[config.mk]
export PLATFORM = sky130hd
export DESIGN_NAME = chave_scan
export DESIGN_NICKNAME = d
export VERILOG_FILES = /design/src/rtl/chave_scan.sv
export SDC_FILE = /design/constraint.sdc
export NUM_CORES = 1
export LEC_CHECK = 0
export ABC_AREA = 0
export CAP_MARGIN = 20
export CORE_MARGIN = 2
export CORE_UTILIZATION = 60
export CTS_CLUSTER_SIZE = 30
export DETAILED_ROUTE_END_ITERATION = 16
export MAX_ROUTING_LAYER = met4
export PLACE_DENSITY = 0.85
export SYNTH_ARGS = -nofsm -noshare
export SYNTH_HDL_FRONTEND = slang
export SYNTH_SLANG_ARGS = --single-unit
[constraint.sdc]
create_clock -name clk -period 14.51 [get_ports clk]
set_input_delay 4.353 -clock clk [delete_from_list [all_inputs] [get_ports clk]]
set_output_delay 4.353 -clock clk [all_outputs]
set_load 0.05 [all_outputs]
[src/rtl/chave_scan.sv]
// chave_scan: debounced switch selector and round-robin change-event reporter.
//
// Ports:
//   clk        in   single clock, all state updates on its rising edge
//   rst_n      in   synchronous active-low reset
//   ch         in   N_CH raw asynchronous switch inputs
//   esp_sel    in   SEL_W channel index selecting the level driven on s
//   mode       in   0 = select only, 1 = select plus change events
//   s          out  registered debounced level of channel esp_sel (0 if out of range)
//   evt_valid  out  change event available
//   evt_ready  in   ESP side accepts the current event
//   evt_ch     out  SEL_W index of the changed channel
//   evt_level  out  debounced level of evt_ch captured when the event was loaded
module chave_scan #(
    parameter int N_CH = 16,
    parameter int DEB_CYCLES = 4,
    localparam int SEL_W = $clog2(N_CH),
    localparam int CNT_W = $clog2(DEB_CYCLES + 1)
) (
    input  logic             clk,
    input  logic             rst_n,
    input  logic [N_CH-1:0]  ch,
    input  logic [SEL_W-1:0] esp_sel,
    input  logic             mode,
    output logic             s,
    output logic             evt_valid,
    input  logic             evt_ready,
    output logic [SEL_W-1:0] evt_ch,
    output logic             evt_level
);
    logic [N_CH-1:0]  meta;
    logic [N_CH-1:0]  sync;
    logic [N_CH-1:0]  deb;
    logic [N_CH-1:0]  flip;
    logic [N_CH-1:0]  pend;
    logic [CNT_W-1:0] cnt [N_CH];
    logic [SEL_W-1:0] last;
    logic [SEL_W-1:0] pick;
    logic [SEL_W-1:0] cand;
    logic             found;
    logic             load;

    // A channel flips on the cycle its counter has already seen DEB_CYCLES-1
    // disagreeing cycles and the input still disagrees.
    always_comb begin
        flip = '0;
        for (int i = 0; i < N_CH; i++)
            flip[i] = (sync[i] != deb[i]) && (cnt[i] == CNT_W'(DEB_CYCLES - 1));
    end

    // Round-robin search: first pending channel strictly after last, wrapping.
    always_comb begin
        found = 1'b0;
        pick  = last;
        cand  = '0;
        for (int k = 1; k <= N_CH; k++) begin
            cand = SEL_W'((int'(last) + k) % N_CH);
            if (!found && pend[cand]) begin
                found = 1'b1;
                pick  = cand;
            end
        end
    end

    assign load = mode && found && (!evt_valid || evt_ready);

    always_ff @(posedge clk) begin
        if (!rst_n) begin
            meta      <= '0;
            sync      <= '0;
            deb       <= '0;
            pend      <= '0;
            last      <= SEL_W'(N_CH - 1);
            s         <= 1'b0;
            evt_valid <= 1'b0;
            evt_ch    <= '0;
            evt_level <= 1'b0;
            for (int i = 0; i < N_CH; i++)
                cnt[i] <= '0;
        end else begin
            meta <= ch;
            sync <= meta;
            deb  <= deb ^ flip;
            for (int i = 0; i < N_CH; i++)
                cnt[i] <= (sync[i] == deb[i] || flip[i]) ? '0 : cnt[i] + CNT_W'(1);
            s <= ({1'b0, esp_sel} < (SEL_W + 1)'(N_CH)) ? deb[esp_sel] : 1'b0;
            // New flips are OR-ed after the load clear so a change seen on the
            // loading cycle re-arms the channel.
            pend <= mode ? ((pend & ~(load ? (N_CH'(1) << pick) : '0)) | flip) : '0;
            if (load) begin
                evt_valid <= 1'b1;
                evt_ch    <= pick;
                evt_level <= deb[pick];
                last      <= pick;
            end else if (evt_ready) begin
                evt_valid <= 1'b0;
            end
        end
    end
endmodule
==> impl_results.md <==
* Reg clk slew, reported paths at 0.05 ns
* Gr usage total at 31.7%
* Drt drc at 0
* CTS root buf: clkbuf_16
* Min Tclk post-route at approximately 6 ns
* Synth cell types at 83
* Top Metal Used: met4
* Maximum operating frequency at 166 MHz
* Drt pass-1 iters at 6
* Clock Latency Late Sink at 0.42 ns
* Internal at around 600 µW
* Final Hold Fails at 0
* CP Cell Sequence: clkdlybuf4s50_1
* Placement Rows at 39
* Largest net degree at the start of global routing at 59
* Final period utilization at approximately two fifths
* Synth Register Bits at approximately 120
* Area delta synth->final at 12.6%
* Startpoint Class: flop
* Post-synth EDFFs at 0
* Crit path DAT at 1.67 ns
* Max-cap violations at 0
* Routability-driven placement congestion ratio at approximately 0.9
* Worst slew pin tran at between 0.9 and 1 ns
* Post-CTS Setup Bufs at 0
* First-pass GRT wire length at roughly 31000 µm
* Total grt overflow at 0
* Ports at 31
* Routed WL at 18900 µm
* Switching Fraction at about a fifth
* Status: completed
* Die ar. at approximately 13000 µm²
* Buffers and inverters on the worst path at 1
* Ys Warns at 0
* CTS tree: built
* Sinks on Clock Net at 123
* Worst-path fanout max at 2
* Power Dens Cells at about 93 nW/µm²
* Slowest cell on crit path: clkdlybuf4s50_1
* Crit. End Element: output port
* Pwr Total at 751 µW
* Hold_buf cts at 0
* Post-CTS resize count at 0
* CP max stage delay at 0.84 ns
* Ys async rst share at 0%
* Switching component of the power at approximately 150 µW
* Routed via count at ~6000
* Routed wire length per instance at roughly 20 µm
* Hold Path Class: reg -> reg
* TritonCTS Buffers at 17
* Share of power burned in the clock network at 51.2%
* Post-DP HPWL at roughly 13000 µm
* Synthesized area at 7150 µm²
* Cell family with most CP delay: buffers and inverters
* Fin worst setup slack at between 8 and 9 ns
* Via density at between 6 and 7
* Met1 WL at between 7000 and 8000 µm
* Share of cells above drive strength 1 at between 10% and 20%
* Syn Nets at ~800
* # port buffers at 30
* DR WL met2 at approximately 9400 µm
* Metal3 WL at about 1100 µm
* Die X at 113 µm
* H-tree depth at 4
* Number of global-route vias before repair at a little under 6000
* RSZ-0062 raised after global routing: false
* Leak pwr at between 3 and 4 nW
* Final Max Slew Viols at 0
* Initial DRC count at ~670
* Mean post-synth cell area at between 9 and 10 µm²
* Die H at about 110 µm
* Skew final at 0.00729 ns
* Starting density of the core at between 60% and 70%
* Pre-CTS setup slack at 8.21 ns
* Diode count at 0
* Logic pwr share at ~2.6%
* Sequential share of the synthesized area at around a third
* Flop pwr share at 46.2%
* Critical Path RT at between 10 and 15 ns
* Final Setup Violations at 0
* Final #Nets at 828
* Fillers at between 800 and 900
* Post-Route Setup TNS at 0 ns
* Most common cell after layout, fill and taps aside: dfxtp_1
* Setup Crit Path Kind: reg -> out
* Bufs on Longest Clock Path at 2
* Cells after Synth at 740
* Most used DFF post-synth: dfxtp_1
* Routed Antenna Nets at 0
* Slew HR at 36.9%
* Placeable core region at roughly 12000 µm²
* Core Util, Final at a little over two thirds
* VDD IR max at 0.000113 V
* Commonest cells after routing, fill and taps aside: dfxtp_1, nor2_1, mux2i_1, nand2_1, ha_1
* Initial antenna violation count at 0
-- cell families after synthesis --
| logic type | after synthesis | synth area share [%] |
|---|---|---|
| and+or+nand+nor | 241 | 17.1 |
| buffers and inverters | 71 | 4.36 |
| xor gates and xnor gates | 27 | 3.67 |
| AOI/OAI and AO/OA | 140 | 14.0 |
| muxes | 98 | 19.4 |
| DFF | 123 | 34.4 |
| adders and majority gates | 40 | 7.00 |
-- cell usage after synthesis (all sizes together), types with 7 or more instances --
cell type	n	area share, %
and2	36	3.2
nor2b	7	0.61
o21ai	28	2.0
nor2	80	4.4
o31ai	13	1.6
nor3	7	0.56
mux2i	56	7.9
mux4	30	9.5
dfxtp	123	34
buf	13	1.3
nand2b	9	0.79
nand3b	18	1.9
xor2	19	2.3
nand2	51	2.7
xnor2	8	1.3
a21oi	36	2.5
ha	40	7.0
clkbuf	17	0.89
mux2	12	2.0
nand3	15	1.2
inv	40	2.1
-- through the flow --
| step | hold slack (ns) | std cells | cell area [µm²] |
|---|---|---|---|
| detailed placement | 0.412 | 888 | 7500 |
| floorplan | 0.399 | 740 | 7150 |
| finish | 0.415 | 919 | 8050 |
| global route | 0.445 | 919 | 8050 |
| global placement | 0.406 | 888 | 7500 |
| CTS | 0.419 | 919 | 8050 |
-- per-layer routing --
layer / up-vias / GRT usage, %
met5: - / -
met4: 0 / 17.1
met3: 91 / 6.96
met2: 300 / 52.1
met1: 2883 / 36.2
li1: 2714 / -
-- power groups by stage --
stage / Sequential, mW / Combinational (mW) / Clock (mW)
6_report: 0.347 / 0.0195 / 0.385
5_1_grt: 0.347 / 0.0216 / 0.402
2_1_floorplan: 0.353 / 0.0102 / 0
3_3_place_gp: 0.353 / 0.0179 / 0
4_1_cts: 0.347 / 0.0196 / 0.386
3_5_place_dp: 0.353 / 0.0188 / 0
-- path summary, 6_finish.rpt --
path / startpoint / to / slack (ns) / depth (start not counted)
min reg2reg: cnt[0][6] / cnt[0][6] / 0.41 / 1
max: evt_level / evt_level / 8.49 / 1
min: cnt[0][6] / cnt[0][6] / 0.41 / 1
max reg2reg: last[2] / evt_level / 8.84 / 14
-- cell type report --
cell class / instances / area [µm²] / share of cell area, %
tap: 143 / 179 / 2.22
multi-input combinational: 546 / 4380 / 54.4
inverter: 41 / 154 / 1.91
timing repair buffer: 35 / 333 / 4.13
sequential: 123 / 2460 / 30.6
clock buffer: 31 / 548 / 6.81
Note: power is estimated with default switching activity, not from simulation.
